`config.mk`:
```
export PLATFORM = sky130hd
export DESIGN_NAME = param_simple_processor
export DESIGN_NICKNAME = d
export VERILOG_FILES = /design/src/rtl/proc_pkg.sv /design/src/rtl/proc_regfile.sv /design/src/rtl/param_simple_processor.sv
export SDC_FILE = /design/constraint.sdc
export NUM_CORES = 1
export LEC_CHECK = 0
export CAP_MARGIN = 20
export CORE_MARGIN = 3
export CORE_UTILIZATION = 45
export DETAILED_ROUTE_END_ITERATION = 16
export PLACE_DENSITY_LB_ADDON = 0.25
export SLEW_MARGIN = 20
export SYNTH_ARGS = -nofsm -noshare
export SYNTH_HDL_FRONTEND = slang
export SYNTH_SLANG_ARGS = --single-unit
```
`constraint.sdc`:
```
create_clock -name i_clk -period 4.5 [get_ports i_clk]
set_clock_uncertainty 0.2 [all_clocks]
set_input_delay 0.9 -clock i_clk [delete_from_list [all_inputs] [get_ports i_clk]]
set_output_delay 0.9 -clock i_clk [all_outputs]
set_load 0.005 [all_outputs]
```
`src/rtl/proc_pkg.sv`:
```
// proc_pkg: shared opcode/state types and field-width helpers for param_simple_processor
// Contents: op_e (3-bit opcodes), state_e (IDLE/FETCH/EXEC/WB),
//           addr_w (index width of a memory), low_w (width of the shared low
//           instruction field), instr_w (full instruction width).
package proc_pkg;

    typedef enum logic [2:0] {
        OP_LOAD  = 3'd0,
        OP_STORE = 3'd1,
        OP_ADD   = 3'd2,
        OP_SUB   = 3'd3,
        OP_AND   = 3'd4,
        OP_OR    = 3'd5,
        OP_BEQZ  = 3'd6,
        OP_HALT  = 3'd7
    } op_e;

    typedef enum logic [1:0] {
        S_IDLE  = 2'd0,
        S_FETCH = 2'd1,
        S_EXEC  = 2'd2,
        S_WB    = 2'd3
    } state_e;

    // A one-entry memory still needs a 1-bit index to keep ports legal.
    function automatic int addr_w(input int depth);
        return (depth > 1) ? $clog2(depth) : 1;
    endfunction

    // Low field must hold a memory address, two register selects or a branch target.
    function automatic int low_w(input int rf_depth, input int dm_depth, input int im_depth);
        int m;
        m = addr_w(dm_depth);
        if (2 * addr_w(rf_depth) > m) m = 2 * addr_w(rf_depth);
        if (addr_w(im_depth) > m) m = addr_w(im_depth);
        return m;
    endfunction

    function automatic int instr_w(input int rf_depth, input int dm_depth, input int im_depth);
        return 3 + addr_w(rf_depth) + low_w(rf_depth, dm_depth, im_depth);
    endfunction

endpackage

```
`src/rtl/proc_regfile.sv`:
```
// proc_regfile: DEPTH x DW register file, two combinational read ports plus debug read, one sync write
// Ports: i_clk, i_reset (async, clears all registers), i_we/i_waddr/i_wdata (write),
//        i_raddr_a/o_rdata_a and i_raddr_b/o_rdata_b (operand reads),
//        i_raddr_dbg/o_rdata_dbg (debug read).
module proc_regfile
    import proc_pkg::*;
#(
    parameter int DW    = 4,
    parameter int DEPTH = 8,
    parameter int AW    = addr_w(DEPTH)
) (
    input  logic          i_clk,
    input  logic          i_reset,
    input  logic          i_we,
    input  logic [AW-1:0] i_waddr,
    input  logic [DW-1:0] i_wdata,
    input  logic [AW-1:0] i_raddr_a,
    input  logic [AW-1:0] i_raddr_b,
    input  logic [AW-1:0] i_raddr_dbg,
    output logic [DW-1:0] o_rdata_a,
    output logic [DW-1:0] o_rdata_b,
    output logic [DW-1:0] o_rdata_dbg
);

    logic [DW-1:0] r_mem [DEPTH];

    always_ff @(posedge i_clk or posedge i_reset) begin
        if (i_reset) begin
            for (int i = 0; i < DEPTH; i++) r_mem[i] <= '0;
        end else if (i_we) begin
            r_mem[i_waddr] <= i_wdata;
        end
    end

    assign o_rdata_a   = r_mem[i_raddr_a];
    assign o_rdata_b   = r_mem[i_raddr_b];
    assign o_rdata_dbg = r_mem[i_raddr_dbg];

endmodule

```
`src/rtl/param_simple_processor.sv`:
```
// param_simple_processor: parametrised multi-cycle LOAD/STORE/ALU/BEQZ/HALT core with internal IM and DM
// Ports: i_clk, i_reset (async, clears everything but IM);
//        i_run_en (free-run level), i_step (single-step pulse), i_ext_exec/i_ext_instr (one external instr);
//        i_im_we/i_im_addr/i_im_wdata (IM load, IDLE only); i_dbg_raddr/o_dbg_rdata (register peek);
//        o_result/o_result_valid (write-back value and pulse), o_carry, o_pc, o_busy, o_halted.
module param_simple_processor
    import proc_pkg::*;
#(
    parameter  int DW       = 4,
    parameter  int RF_DEPTH = 8,
    parameter  int DM_DEPTH = 16,
    parameter  int IM_DEPTH = 16,
    localparam int RA       = addr_w(RF_DEPTH),
    localparam int MA       = addr_w(DM_DEPTH),
    localparam int IA       = addr_w(IM_DEPTH),
    localparam int FW       = low_w(RF_DEPTH, DM_DEPTH, IM_DEPTH),
    localparam int IW       = instr_w(RF_DEPTH, DM_DEPTH, IM_DEPTH)
) (
    input  logic          i_clk,
    input  logic          i_reset,
    input  logic          i_run_en,
    input  logic          i_step,
    input  logic          i_ext_exec,
    input  logic [IW-1:0] i_ext_instr,
    input  logic          i_im_we,
    input  logic [IA-1:0] i_im_addr,
    input  logic [IW-1:0] i_im_wdata,
    input  logic [RA-1:0] i_dbg_raddr,
    output logic [DW-1:0] o_dbg_rdata,
    output logic [DW-1:0] o_result,
    output logic          o_result_valid,
    output logic          o_carry,
    output logic [IA-1:0] o_pc,
    output logic          o_busy,
    output logic          o_halted
);

    state_e        r_state, w_next;
    logic [IW-1:0] r_ir;
    logic [IA-1:0] r_pc;
    logic          r_ext;
    logic          r_taken;
    logic          r_run_block;
    logic          r_halted;
    logic          r_carry;
    logic          r_result_valid;
    logic [DW-1:0] r_result;
    logic [DW-1:0] r_dm [DM_DEPTH];
    logic [IW-1:0] r_im [IM_DEPTH];

    op_e           w_op;
    logic [RA-1:0] w_rd, w_rs1, w_rs2;
    logic [FW-1:0] w_f;
    logic [MA-1:0] w_maddr;
    logic [IA-1:0] w_target, w_pc_inc;
    logic [DW-1:0] w_a, w_b, w_alu;
    logic [DW:0]   w_sum, w_diff;
    logic          w_is_alu, w_run_ok, w_start, w_cont;

    assign w_op     = op_e'(r_ir[IW-1 -: 3]);
    assign w_rd     = r_ir[IW-4 -: RA];
    assign w_f      = r_ir[FW-1:0];
    assign w_maddr  = w_f[MA-1:0];
    assign w_rs1    = w_f[2*RA-1:RA];
    assign w_rs2    = w_f[RA-1:0];
    assign w_target = w_f[IA-1:0];
    assign w_is_alu = (w_op == OP_ADD) || (w_op == OP_SUB) || (w_op == OP_AND) || (w_op == OP_OR);

    // Port A serves rs1 for ALU ops and rd for STORE data / BEQZ test.
    proc_regfile #(.DW(DW), .DEPTH(RF_DEPTH), .AW(RA)) u_rf (
        .i_clk      (i_clk),
        .i_reset    (i_reset),
        .i_we       (r_result_valid),
        .i_waddr    (w_rd),
        .i_wdata    (r_result),
        .i_raddr_a  (w_is_alu ? w_rs1 : w_rd),
        .i_raddr_b  (w_rs2),
        .i_raddr_dbg(i_dbg_raddr),
        .o_rdata_a  (w_a),
        .o_rdata_b  (w_b),
        .o_rdata_dbg(o_dbg_rdata)
    );

    // Bit DW of the difference is the borrow (rs1 < rs2).
    assign w_sum  = {1'b0, w_a} + {1'b0, w_b};
    assign w_diff = {1'b0, w_a} - {1'b0, w_b};
    assign w_alu  = (w_op == OP_ADD) ? w_sum[DW-1:0] :
                    (w_op == OP_SUB) ? w_diff[DW-1:0] :
                    (w_op == OP_AND) ? (w_a & w_b) : (w_a | w_b);

    // After a HALT, run_en must be seen low once before it can start or continue a run.
    assign w_run_ok = i_run_en && !r_run_block;
    assign w_start  = i_ext_exec || w_run_ok || i_step;
    assign w_cont   = !r_ext && w_run_ok && (w_op != OP_HALT);
    assign w_pc_inc = (r_pc == IA'(IM_DEPTH - 1)) ? '0 : r_pc + IA'(1);

    always_ff @(posedge i_clk or posedge i_reset) begin
        if (i_reset) r_state <= S_IDLE;
        else         r_state <= w_next;
    end

    always_comb begin
        w_next = r_state;
        case (r_state)
            S_IDLE:  w_next = w_start ? S_FETCH : S_IDLE;
            S_FETCH: w_next = S_EXEC;
            S_EXEC:  w_next = S_WB;
            default: w_next = w_cont ? S_FETCH : S_IDLE;
        endcase
    end

    always_ff @(posedge i_clk or posedge i_reset) begin
        if (i_reset) begin
            r_ir           <= '0;
            r_pc           <= '0;
            r_ext          <= 1'b0;
            r_taken        <= 1'b0;
            r_run_block    <= 1'b0;
            r_halted       <= 1'b0;
            r_carry        <= 1'b0;
            r_result       <= '0;
            r_result_valid <= 1'b0;
            for (int i = 0; i < DM_DEPTH; i++) r_dm[i] <= '0;
        end else begin
            r_result_valid <= 1'b0;
            if (!i_run_en) r_run_block <= 1'b0;
            case (r_state)
                S_IDLE: begin
                    if (w_start) begin
                        r_ext    <= i_ext_exec;
                        r_halted <= 1'b0;
                    end
                end
                S_FETCH: r_ir <= r_ext ? i_ext_instr : r_im[r_pc];
                S_EXEC: begin
                    r_taken <= (w_op == OP_BEQZ) && (w_a == '0);
                    if (w_op == OP_STORE) r_dm[w_maddr] <= w_a;
                    // Result is captured here so it and the DM read data are ready for WB.
                    if ((w_op == OP_LOAD) || w_is_alu) begin
                        r_result       <= (w_op == OP_LOAD) ? r_dm[w_maddr] : w_alu;
                        r_result_valid <= 1'b1;
                    end
                    if (w_op == OP_ADD) r_carry <= w_sum[DW];
                    if (w_op == OP_SUB) r_carry <= w_diff[DW];
                end
                default: begin
                    if (w_op == OP_HALT) begin
                        r_halted    <= 1'b1;
                        r_run_block <= 1'b1;
                    end else if (r_taken) begin
                        r_pc <= w_target;
                    end else if (!r_ext) begin
                        r_pc <= w_pc_inc;
                    end
                end
            endcase
        end
    end

    // Instruction memory keeps its contents through reset.
    always_ff @(posedge i_clk) begin
        if ((r_state == S_IDLE) && i_im_we) r_im[i_im_addr] <= i_im_wdata;
    end

    assign o_result       = r_result;
    assign o_result_valid = r_result_valid;
    assign o_carry        = r_carry;
    assign o_pc           = r_pc;
    assign o_busy         = (r_state != S_IDLE);
    assign o_halted       = r_halted;

endmodule

```
# After elaboration in Yosys (flattened, before gate mapping)
# Memories as Yosys holds them, arrays and structs flattened.
# Cells that the tools add are included.
# op_classes
add_sub_neg	3
order_cmp	7
eq_ne	13
n_mux	42
bitwise	10
reduce_logical	29
# op_table
op	n
two-way mux 4 bit	17
bitwise mux 64 bit	1
binary-select mux 4 bit (select 3 bit)	3
bitwise mux 32 bit	1
binary-select mux 4 bit (select 4 bit)	1
demux 4 bit (select 4 bit)	1
greater-or-equal comparator 4 bit, second input constant	4
inverter 3 -> 4 bit	4
two-way mux 1 bit	13
demux 4 bit (select 3 bit)	1
equality test 3 bit, second input constant	4
two-way mux 12 bit	1
AND reduction 2 bit	4
logical AND 1 bit	7
equality test 3 x 2 -> 1 bit, second input constant	2
logical OR 1 bit	6
case mux 2 bit (3 select lines)	1
AND reduction 3 bit	2
nonzero test 2 bit	3
adder 4 x 4 -> 5 bit	1
greater-or-equal comparator 5 bit, second input constant	1
less-than comparator 5 x 1 -> 1 bit, second input constant	1
inverter 4 -> 5 bit	1
subtractor 4 x 4 -> 5 bit	1
other kinds (20)	23
# word_totals
regBits	124
ram_bits	192
input_bits	37
output_inout_bits	16
word_cells	139
mem_count	1
# mem_list
name	words	width	read_ports	rd_ports_with_merged_regs	wr	line	rtl
r_im	16	12	1	0	1	param_simple_processor.sv:49	logic [IW-1:0] r_im [IM_DEPTH];

# Logic depth before layout (Yosys ltp)
# Gate-level depths: netlist of the first run.
# logic_depth
depth_word	14
depth_mapped	17
ltp_nobuf	14

# Modules after synthesis
# Synthesis of the first run repeated with hierarchy kept, for this count alone.
# hier_totals
cells_unflattened	873
hier_area_um2	14471.4
# by_module_without_submodules
mod	n_inst	cells_each	area_per_inst_um2	seq_area_each_um2
param_simple_processor	1	758	12408.2	8067.7
proc_regfile	1	115	2063.2	800.8

# Worst setup path after synthesis of the first run
# OpenSTA, ideal clock, no wires.
# synth_timing
kind	reg2reg
start	register r_ir[10]
end	register r_result[2] (netlist: o_result[2])
setup_ns	0.084
t_arrival_ns	3.269
t_required_ns	4.216
setup_slack_ns	0.948
path_stages_with_launch	18
path_buffers	3
synth_period_minus_slack_ns	3.552
cell_sequence	dfrtp_1 -> buf_6 -> xor2_4 -> mux2i_2 -> buf_6 -> nand2_1 -> a32oi_1 -> nand2_2 -> inv_2 -> buf_6 -> ha_1 -> inv_1 -> fa_1 -> mux2i_1 -> xnor2_1 -> a222oi_1 -> o21ai_0 -> o21ai_0
# synth_via
word_cells_on_any_way	23
cone_classes	add/sub: 2; eq/ne: 4; mux: 8; bitwise: 3; reduce/logical: 6
# synth_lines
element	line	rtl
start: declaration	param_simple_processor.sv:39	logic [IW-1:0] r_ir;
start signal: assignment	param_simple_processor.sv:134	S_FETCH: r_ir <= r_ext ? i_ext_instr : r_im[r_pc];
equality test 3 x 2 -> 1 bit	param_simple_processor.sv:67	assign w_is_alu = (w_op == OP_ADD) || (w_op == OP_SUB) || (w_op == OP_AND) || (w_op == OP_OR);
logical OR 1 bit (2 in series)	param_simple_processor.sv:67	
logical OR 1 bit (*)	param_simple_processor.sv:67	
two-way mux 3 bit (*)	param_simple_processor.sv:76	.i_raddr_a (w_is_alu ? w_rs1 : w_rd),
inverter 3 -> 4 bit (not written as such) (*)	proc_regfile.sv:35	assign o_rdata_a = r_mem[i_raddr_a];
binary-select mux 4 bit (select 3 bit) (*)	proc_regfile.sv:35	
two-way mux 4 bit (not written as such) (*) (2 in series)	proc_regfile.sv:35	
net u_rf.o_rdata_a[0]	proc_regfile.sv:20	output logic [DW-1:0] o_rdata_a,
subtractor 4 x 4 -> 5 bit	param_simple_processor.sv:86	assign w_diff = {1'b0, w_a} - {1'b0, w_b};
two-way mux 4 bit	param_simple_processor.sv:88	(w_op == OP_SUB) ? w_diff[DW-1:0] :
two-way mux 4 bit (*)	param_simple_processor.sv:87	assign w_alu = (w_op == OP_ADD) ? w_sum[DW-1:0] :
two-way mux 4 bit (*)	param_simple_processor.sv:140	r_result <= (w_op == OP_LOAD) ? r_dm[w_maddr] : w_alu;
end signal: assignment	param_simple_processor.sv:140	
end: declaration	param_simple_processor.sv:47	logic [DW-1:0] r_result;
# The timed path passes the listed nets; every way through them passes the cells marked *. The select of a mux whose other input is x is not followed.
# A chain may end at the register's enable or synchronous reset.

# Final worst setup path of the first run
# layout_timing
start	input port i_dbg_raddr[0]
end	output port o_dbg_rdata[2]
# layout_via
elab_chain_cells	4
# layout_lines
element	line	rtl
start: declaration	param_simple_processor.sv:28	input logic [RA-1:0] i_dbg_raddr,
inverter 3 -> 4 bit (not written as such)	proc_regfile.sv:37	assign o_rdata_dbg = r_mem[i_raddr_dbg];
binary-select mux 4 bit (select 3 bit)	proc_regfile.sv:37	
two-way mux 4 bit (not written as such) (2 in series)	proc_regfile.sv:37	
end: declaration	param_simple_processor.sv:29	output logic [DW-1:0] o_dbg_rdata,
# Every way passes these cells. The select of a mux whose other input is x is not followed.

==> impl_metrics.py, run 1 <==
metrics = {
    "clocking": {
        "clock_path_buffers": 3,
        "post_cts_buffers": 0,
        "cts.sinks": 316,
        "cts_tree": "built",
        "postCtsResizedCells": 0,
        "clk_latency_ps": 520,
        "numCtsBuffers": 35,
        "holdBufCountCts": 0,
        "root_buffer": "clkbuf_16",
        "htree_num_levels": 2,
        "path_clk_slew_ps": 60,
    },
    "worst_setup_path": {
        "required_ps": 3400,
        "path_cells": "clkdlybuf4s50_1, mux4_2, mux2_2, clkdlybuf4s50_1",
        "critPathArrivalTime_ps": 3000,
        "crit_path_start_kind": "primary input",
        "crit_path_max_fanout": 8,
        "path_buf_inv": 2,
        "slowest_delay_ps": 800,
        "cpMaxStageDelayCell": "clkdlybuf4s50_1",
        "crit_family": "buffers and inverters",
        "critical_path_class": "in2out",
        "cp_common_cell": "clkdlybuf4s50_1",
        "end_kind": "output pin",
    },
    "logic_synthesis": {
        "synthTopCellsByCount": "192 x edfxtp_1, 124 x dfrtp_1, 97 x mux2_2",
        "synth_adder_area_share_pct": 1.863,
        "syn_avg_cell_area_sq_um": 16.57,
        "synth_top_family_by_area": "multiplexers",
        "postSynth.asyncResetShare_pct": 39.24,
        "yosys.area.top_type": "edfxtp_1",
        "synth_area_leaders": "edfxtp_1 40%, dfrtp_1 22%, mux4_2 15%",
        "netlist_instances": 859,
        "synth_top_area_share_pct": 40.50,
        "synthXorXnorAreaFrac_pct": 0.3779,
        "synth-seq-cells": 316,
        "synth_seq_area_share_pct": 62.29,
        "synth-simple-area-share_pct": 5.167,
        "ys_warn_count": 0,
        "synthMuxAreaShare_pct": 24.47,
        "ys.flop_type": "edfxtp_1",
        "netlist_area_sq_mm": 0.01424,
        "synth_nets": 916,
        "synth_most_common_cell": "edfxtp_1",
        "synth_compound_area_share_pct": 3.436,
        "synth.distinct_cells": 51,
        "synth_edf_count": 192,
    },
    "sta": {
        "fin_ws_ps": 401.6,
        "tns_ps": 0,
        "rsz0062_at_grt": "false",
        "tightestPinTransition_ps": 986.9,
        "fin_crit_ps": 4098,
        "relSlewSlack_pct": 34.21,
        "report.final.setup_viol": 0,
        "slew_viol_final": 0,
        "fmax_mhz": 244.0,
        "timing.final.crit_share_pct": 91.08,
        "finalHoldViolations": 0,
    },
    "drt": {
        "drt_iter0_markers": 639,
        "wl_um": 33240,
        "num_vias": 7895,
        "antenna_left": 0,
        "wire_per_inst_um": 24.49,
        "drc": 0,
        "vias_per_cell": 5.818,
        "drt_first_pass_iters": 5,
    },
    "layout": {
        "final_cells": 1357,
        "fillers": 2486,
        "nNetsFinal": 991,
        "drive_above_1_share_pct": 31.22,
        "synthToLayoutAreaGrowth_pct": 16.47,
        "n_antenna_cell": 0,
        "fin_util_pct": 53.65,
    },
    "global_route": {
        "grt_use_met3_pct": 3.542,
        "antenna_found_initial": 0,
        "grt_pass1_vias": 8045,
        "track_usage_pct": 20.12,
        "busiest_layer": "met2",
        "grt_max_degree": 47,
        "grt_pass1_wl_um": 50810,
        "grt_use_met1_pct": 27.38,
        "grt_use_met2_pct": 33.26,
        "grt-ovfl-total": 0,
    },
    "die": {
        "die_h_um": 183.9,
        "fp.dieArea_sq_mm": 0.03381,
        "initial_core_util_pct": 46.06,
        "core_area_sq_mm": 0.03091,
        "pin_count": 53,
        "num_rows": 64,
        "die_w_um": 183.9,
    },
    "placed_design": {
        "dp_cells": 1293,
        "pre_cts_ws_ps": 368.4,
        "portBuffers": 52,
        "gp_congestion": 0.8930,
        "hpwl_um": 21660,
    },
    "flow_run": {
        "max_cap_viol_count": 0,
    },
    "power_and_ir_drop": {
        "p_leak_nw": 6.230,
        "vdd_drop_max_v": 0.0003641,
        "finalPower_mw": 11.83,
        "power_density_mw_per_mm2": 713.6,
    },
    "hold_path": {
        "hold_path.class": "reg2reg",
    },
    "outcome": {
        "outcome": "complete, no violations",
    },
}
-- metal layers --
layer / wire length, um / part of all wire (%)
met5: 0 / 0
met4: 993 / 3.0
met3: 1868 / 5.6
met2: 16290 / 49
met1: 14080 / 42
-- metrics by stage --
stage / hold WS (ps) / cell area, sq um
after global placement: 259.8 / 15300
after global routing: 313.9 / 16580
final: 279.7 / 16580
after CTS: 285.5 / 16580
after floorplan: 244.8 / 14240
after detailed placement: 269.1 / 15300
-- worst register-to-register path, stage by stage (launching register included) --
cell      delay (ps)
dfrtp_1          440
xor2_4           360
mux2i_2          460
nand2_1          100
a32oi_1          290
nand2_2          210
inv_2            260
ha_1             220
inv_1             70
fa_1             430
mux2i_1          170
xnor2_1           90
a222oi_1         300
o21ai_0          140
o21ai_0          150
-- kinds of logic (layout without fill, tap and decap cells) --
group / Yosys count / after routing
flops: 316 / 316
simple gates: 157 / 157
compound gates: 78 / 78
buf+inv: 69 / 171
xor+xnor: 4 / 4
fa+ha+maj: 20 / 20
mux: 215 / 215
-- power breakdown --
part | internal [mW] | switching (mW) | leakage [nW]
combinational | 2.15 | 2.31 | 2.24
clock | 1.99 | 1.15 | 0.627
sequential | 3.53 | 0.707 | 3.36
total | 7.67 | 4.16 | 6.23
-- worst paths after layout --
kind	from	depth (start not counted)	slack [ps]	endpoint
worst max-delay path	i_dbg_raddr[0]	4	400	o_dbg_rdata[2]
min in group asynchronous	i_reset	2	610	r_ir[6]
worst max register to register	r_ir[10]	14	550	o_result[2]
worst min register to register	r_dm[49]	2	280	r_dm[49]
worst min-delay path	r_dm[49]	2	280	r_dm[49]
max in group asynchronous	i_reset	3	2720	r_dm[4]
-- sequential cells by signal, indices dropped and copies added (netlist names) --
register,count
r_ir,12
r_taken,1
u_rf.r_mem,32
o_halted,1
o_result_valid,1
o_pc,4
r_ext,1
r_dm,64
r_run_block,1
r_im,192
r_state,2
o_carry,1
o_result,4
-- layout make-up --
cell class                 instances  area [sq um]  share of cell area [%]
sequential                       316          8875                   53.52
multi-input combinational        474          5047                   30.44
clock buffer                      43         965.9                   5.825
timing repair buffer              86         800.8                   4.829
tap                              396         495.5                   2.988
clock inverter                    21         316.6                   1.909
inverter                          21         81.33                  0.4905
-- cell usage in the layout, fill, tap and decap left out, types with 6 or more instances in the layout --
cell type / netlist / routed
bufinv_16: 0 / 8
clkbuf_16: 0 / 35
dfrtp_1: 124 / 121
nor2_1: 38 / 38
nand2b_1: 8 / 8
nand3_1: 12 / 12
inv_1: 19 / 18
buf_4: 1 / 32
mux2i_1: 20 / 20
nor2b_1: 9 / 9
o21ai_0: 26 / 26
ha_1: 18 / 18
mux2_2: 97 / 97
nand2_1: 59 / 59
clkdlybuf4s50_1: 0 / 52
mux4_2: 96 / 96
a21oi_1: 23 / 23
a32oi_1: 6 / 6
clkbuf_8: 0 / 6
edfxtp_1: 192 / 192
No activity file was read; power rests on OpenSTA's default activity.
==> run 2: changes to the inputs <==
- RECOVER_POWER: not set -> 100
- TNS_END_PERCENT: not set -> 100
==> impl_metrics.py, run 2 (synthesized netlist as in run 1, its figures left out) <==
metrics = {
    "outcome": {
        "outcome": "finished with violations",
        "violations": "capacitance limit, slew limit",
    },
    "sta": {
        "slew_viol_final": 107,
        "tightestPinTransition_ps": 2076,
        "fin_crit_ps": 4172,
        "relSlewSlack_pct": -39.13,
        "fmax_mhz": 239.7,
        "hold_slack_ps": 281.0,
        "report.final.setup_viol": 0,
        "rsz0062_at_grt": "false",
        "tns_ps": 0,
        "finalHoldViolations": 0,
        "timing.final.crit_share_pct": 92.71,
    },
    "clocking": {
        "cts.sinks": 316,
        "holdBufCountCts": 0,
        "post_cts_buffers": 0,
        "root_buffer": "clkbuf_16",
        "path_clk_slew_ps": 60,
        "htree_num_levels": 2,
        "postCtsResizedCells": 0,
        "cts_tree": "built",
        "clock_path_buffers": 3,
        "numCtsBuffers": 35,
        "clk_latency_ps": 520,
    },
    "drt": {
        "vias_per_cell": 5.849,
        "wire_per_inst_um": 24.54,
        "drt_iter0_markers": 595,
        "drt_first_pass_iters": 5,
        "wl_um": 33300,
        "num_vias": 7937,
        "drc": 0,
        "antenna_left": 0,
    },
    "die": {
        "core_area_sq_mm": 0.03091,
        "die_w_um": 183.9,
        "pin_count": 53,
        "fp.dieArea_sq_mm": 0.03381,
        "num_rows": 64,
        "initial_core_util_pct": 46.06,
        "die_h_um": 183.9,
    },
    "power_and_ir_drop": {
        "switchingPower_mw": 4.138,
        "p_clk_share_pct": 26.7,
        "power_density_mw_per_mm2": 713.9,
        "intPower_mw": 7.608,
        "switching_share_pct": 35.23,
        "p_comb_share_pct": 37.3,
        "finalPower_mw": 11.75,
        "p_leak_nw": 6.140,
        "p_seq_share_pct": 36.0,
        "vdd_drop_max_v": 0.0003644,
    },
    "global_route": {
        "grt_max_degree": 47,
        "antenna_found_initial": 0,
        "grt_pass1_wl_um": 50810,
        "grt_use_met2_pct": 33.26,
        "grt_use_met3_pct": 3.542,
        "track_usage_pct": 20.12,
        "grt_pass1_vias": 8045,
        "grt_use_met1_pct": 27.38,
        "grt-ovfl-total": 0,
        "busiest_layer": "met2",
    },
    "layout": {
        "largest_register": "r_im",
        "fillers": 2516,
        "drive_above_1_share_pct": 27.99,
        "largest_reg_flops": 192,
        "multi_input_area_sq_mm": 0.005025,
        "top_regs": "r_im (192), r_dm (64), u_rf.r_mem (32)",
        "regArea_sq_mm": 0.008870,
        "fin_util_pct": 53.23,
        "mostFrequentLayoutCell": "edfxtp_1",
        "synthToLayoutAreaGrowth_pct": 15.55,
        "n_antenna_cell": 0,
        "final_cell_mix": "192 x edfxtp_1, 123 x dfrtp_1, 96 x mux2_2, 96 x mux4_2, 61 x nand2_1",
        "nNetsFinal": 991,
    },
    "flow_run": {
        "max_cap_viol_count": 3,
    },
    "hold_path": {
        "hold_depth": 2,
        "hp-start": "r_dm[49]",
        "hold_end": "r_dm[49]",
        "hold_path.class": "reg2reg",
    },
    "worst_setup_path": {
        "r2r_start": "r_ir[10]",
        "crit_path_max_fanout": 8,
        "crit_path_start_kind": "primary input",
        "critPathArrivalTime_ps": 3070,
        "required_ps": 3400,
        "path_cells": "dlygate4sd3_1, mux4_2, mux2_2, clkdlybuf4s50_1",
        "critical_path_class": "in2out",
        "slowest_delay_ps": 870,
        "r2r_end": "o_result[3]",
        "end_kind": "output pin",
        "r2r.worst_path.cells": 13,
        "cpMaxStageDelayCell": "dlygate4sd3_1",
        "r2r_slack_ps": 430,
    },
    "placed_design": {
        "hpwl_um": 21660,
        "portBuffers": 52,
        "gp_congestion": 0.8930,
    },
}
==> run 2: changes by cell type in the layout (fill, tap and decap cells not counted), sizes merged <==
cell,before,now
dlygate4sd3,0,26
inv,24,23
buf,34,10
clkbuf,43,67
clkdlybuf4s50,52,26
clkinvlp,1,2
==> run 2: worst max path at each step <==
stage                        start              to  slack, ps  cells past startpoint
floorplan                  i_reset         o_carry        100                      1
global placement    i_dbg_raddr[0]  o_dbg_rdata[2]        390                      4
detailed placement  i_dbg_raddr[0]  o_dbg_rdata[2]        370                      4
CTS                 i_dbg_raddr[0]  o_dbg_rdata[2]        360                      4
global route              r_ir[10]     o_result[2]        120                     14
finish              i_dbg_raddr[0]  o_dbg_rdata[2]        330                      4
==> run 2: final cells by class <==
cell class	instances	share of cell area, %
Sequential cell	316	53.91
Multi-Input combinational cell	474	30.54
Clock buffer	43	5.871
Timing Repair Buffer	86	4.251
Tap cell	396	3.012
Clock inverter	21	1.924
Inverter	21	0.4867
==> run 2: per-stage QoR <==
stage	cell area [sq um]	cells	setup WS, ps
2_1_floorplan	14240	859	100.8
3_3_place_gp	15300	1293	389.3
3_5_place_dp	15300	1293	368.4
4_1_cts	16580	1357	357.4
5_1_grt	16450	1357	118.5
6_report	16450	1357	328.0
==> run 2: per-layer routing <==
| layer | routed length, um | vias up |
|---|---|---|
| met1 | 14150 | 4133 |
| met3 | 1772 | 62 |
| met5 | 0 | - |
| met2 | 16370 | 238 |
| met4 | 1010 | 0 |
| li1 | - | 3504 |
==> run 2: worst max-delay path, delay by kind of cell <==
kind,cells,cell delay [ps]
mux,2,850
buf+inv,2,1320
==> run 2: power by group through the flow <==
stage                     sequential [mW]  clock (mW)  combinational [mW]
after floorplan                      3.81           0                3.66
after global placement               4.29           0                4.41
after detailed placement             4.29           0                4.47
after CTS                            4.24        3.21                4.49
after global routing                 4.31        3.32                4.81
final                                4.23        3.14                4.38
==> run 3: changes to the inputs <==
==> constraint.sdc (replaced) <==
create_clock -name i_clk -period 4.5 [get_ports i_clk]
set_clock_uncertainty 0.2 [all_clocks]
set_input_delay 0.45 -clock i_clk [delete_from_list [all_inputs] [get_ports i_clk]]
set_output_delay 0.45 -clock i_clk [all_outputs]
set_load 0.005 [all_outputs]
==> impl_metrics.py, run 3 (synthesized netlist as in run 1, its figures left out) <==
metrics = {
    "die": {
        "die_w_um": 183.9,
        "core_area_sq_mm": 0.03091,
        "pin_count": 53,
        "fp.dieArea_sq_mm": 0.03381,
        "initial_core_util_pct": 46.06,
        "num_rows": 64,
        "die_h_um": 183.9,
    },
    "layout": {
        "fin_area_sq_mm": 0.01627,
        "largest_reg_flops": 192,
        "drive_above_1_share_pct": 27.12,
        "synthToLayoutAreaGrowth_pct": 14.25,
        "final_cells": 1352,
        "final_cell_mix": "192 x edfxtp_1, 123 x dfrtp_1, 96 x mux4_2, 95 x mux2_2, 61 x nand2_1",
        "largest_register": "r_im",
        "top_regs": "r_im (192), r_dm (64), u_rf.r_mem (32)",
        "mostFrequentLayoutCell": "edfxtp_1",
        "nNetsFinal": 985,
        "fin_util_pct": 52.63,
    },
    "sta": {
        "slew_viol_final": 118,
        "report.final.setup_viol": 0,
        "timing.final.crit_share_pct": 88.43,
        "fmax_mhz": 251.3,
        "relSlewSlack_pct": -79.39,
        "tightestPinTransition_ps": 2691,
        "fin_crit_ps": 3979,
        "rsz0062_at_grt": "false",
        "tns_ps": 0,
        "finalHoldViolations": 0,
    },
    "drt": {
        "wl_met2_um": 15730,
        "highest_layer": "met5",
        "drt_first_pass_iters": 5,
        "wl_met3_um": 1696,
        "antenna_left": 0,
        "wirelength_met1_um": 14640,
        "drt_iter0_markers": 758,
        "vias_per_cell": 5.871,
        "num_vias": 7938,
        "drc": 0,
        "wire_per_inst_um": 24.40,
        "wl_um": 32990,
    },
    "worst_setup_path": {
        "path_buf_inv": 4,
        "cpMaxStageDelayCell": "clkbuf_1",
        "worstSetupEndpoint": "o_result[3]",
        "required_ps": 4710,
        "critPathArrivalTime_ps": 4190,
        "critical_path_class": "reg2reg",
        "r2r_slack_ps": 520,
        "slowest_delay_ps": 700,
        "crit_path_start_kind": "register",
        "r2r_end": "o_result[3]",
        "crit_family": "buffers and inverters",
        "end_kind": "register",
        "r2r_start": "r_ir[10]",
        "setup.worst_path.start": "r_ir[10]",
        "cp_common_cell": "inv_1",
        "crit_path_max_fanout": 20,
        "path_cells": "xor2_4, mux2i_2, buf_4, nand2_1, a32oi_1, and3_1, clkbuf_1, inv_1, ha_1, inv_1, a21oi_1, xor2_1, nand3_1, nand4_1, mux2_2",
        "r2r.worst_path.cells": 15,
        "cp_num_cells": 15,
    },
    "hold_path": {
        "hp-start": "r_dm[48]",
        "hold_path.class": "reg2reg",
        "hold_depth": 2,
    },
    "global_route": {
        "track_usage_pct": 20.01,
        "grt_pass1_vias": 8023,
        "grt_max_degree": 70,
        "grt_pass1_wl_um": 50790,
        "antenna_found_initial": 2,
        "grt-ovfl-total": 0,
    },
    "clocking": {
        "postCtsResizedCells": 0,
        "htree_num_levels": 2,
        "root_buffer": "clkbuf_16",
        "post_cts_buffers": 0,
        "numCtsBuffers": 35,
        "holdBufCountCts": 0,
        "cts.sinks": 316,
        "cts_tree": "built",
        "path_clk_slew_ps": 60,
        "clk_latency_ps": 530,
        "clock_path_buffers": 3,
    },
    "flow_run": {
        "max_cap_viol_count": 4,
    },
    "placed_design": {
        "hpwl_um": 21710,
        "gp_congestion": 0.8658,
        "postPlaceCellArea_sq_mm": 0.01526,
        "dp_cells": 1287,
        "portBuffers": 52,
    },
    "power_and_ir_drop": {
        "vdd_drop_max_v": 0.0003056,
        "p_leak_nw": 6.051,
        "finalPower_mw": 11.23,
        "power_density_mw_per_mm2": 690.3,
    },
    "outcome": {
        "outcome": "finished with violations",
        "violations": "capacitance limit, slew limit",
    },
}
[run 3: metal layers]
layer / up-vias / track usage [%]
met5: - / 0
met4: 2 / 5.745
met3: 54 / 3.542
met2: 256 / 31.65
met1: 4142 / 28.88
li1: 3484 / -
[run 3: area by class of cell]
class | count | area (sq um)
inverter | 21 | 78.83
sequential | 316 | 8870
tap | 396 | 495.5
antenna | 1 | 2.502
clock buffer | 46 | 947.2
fill | 2526 | 14640
timing repair buffer | 80 | 688.2
multi-input combinational | 474 | 5015
clock inverter | 18 | 170.2
[run 3: power by group]
group          switching (mW)  leakage (nW)  internal (mW)
Combinational            2.19          2.15           2.08
Clock                    1.19         0.536           1.52
Sequential              0.717          3.37           3.52
[run 3: metrics by stage]
step                      setup slack, ps  hold WS [ps]
after detailed placement            704.8         278.4
after CTS                           695.3         288.0
after floorplan                     550.8         244.8
after global placement              793.3         269.5
after global routing                146.5         306.5
final                               520.8         292.2
[run 3: how the worst min path moves through the flow]
stage	to	slack, ps
3_3_place_gp	r_run_block	270
2_1_floorplan	r_dm[0]	240
4_1_cts	u_rf.r_mem[19]	290
3_5_place_dp	r_run_block	280
5_1_grt	r_dm[39]	310
6_report	r_dm[48]	290
[run 3: tightest hold or removal path, stage by stage (launching register included)]
cell and delay (ps):
dfrtp_1 350, nand2_1 50, o21ai_0 60
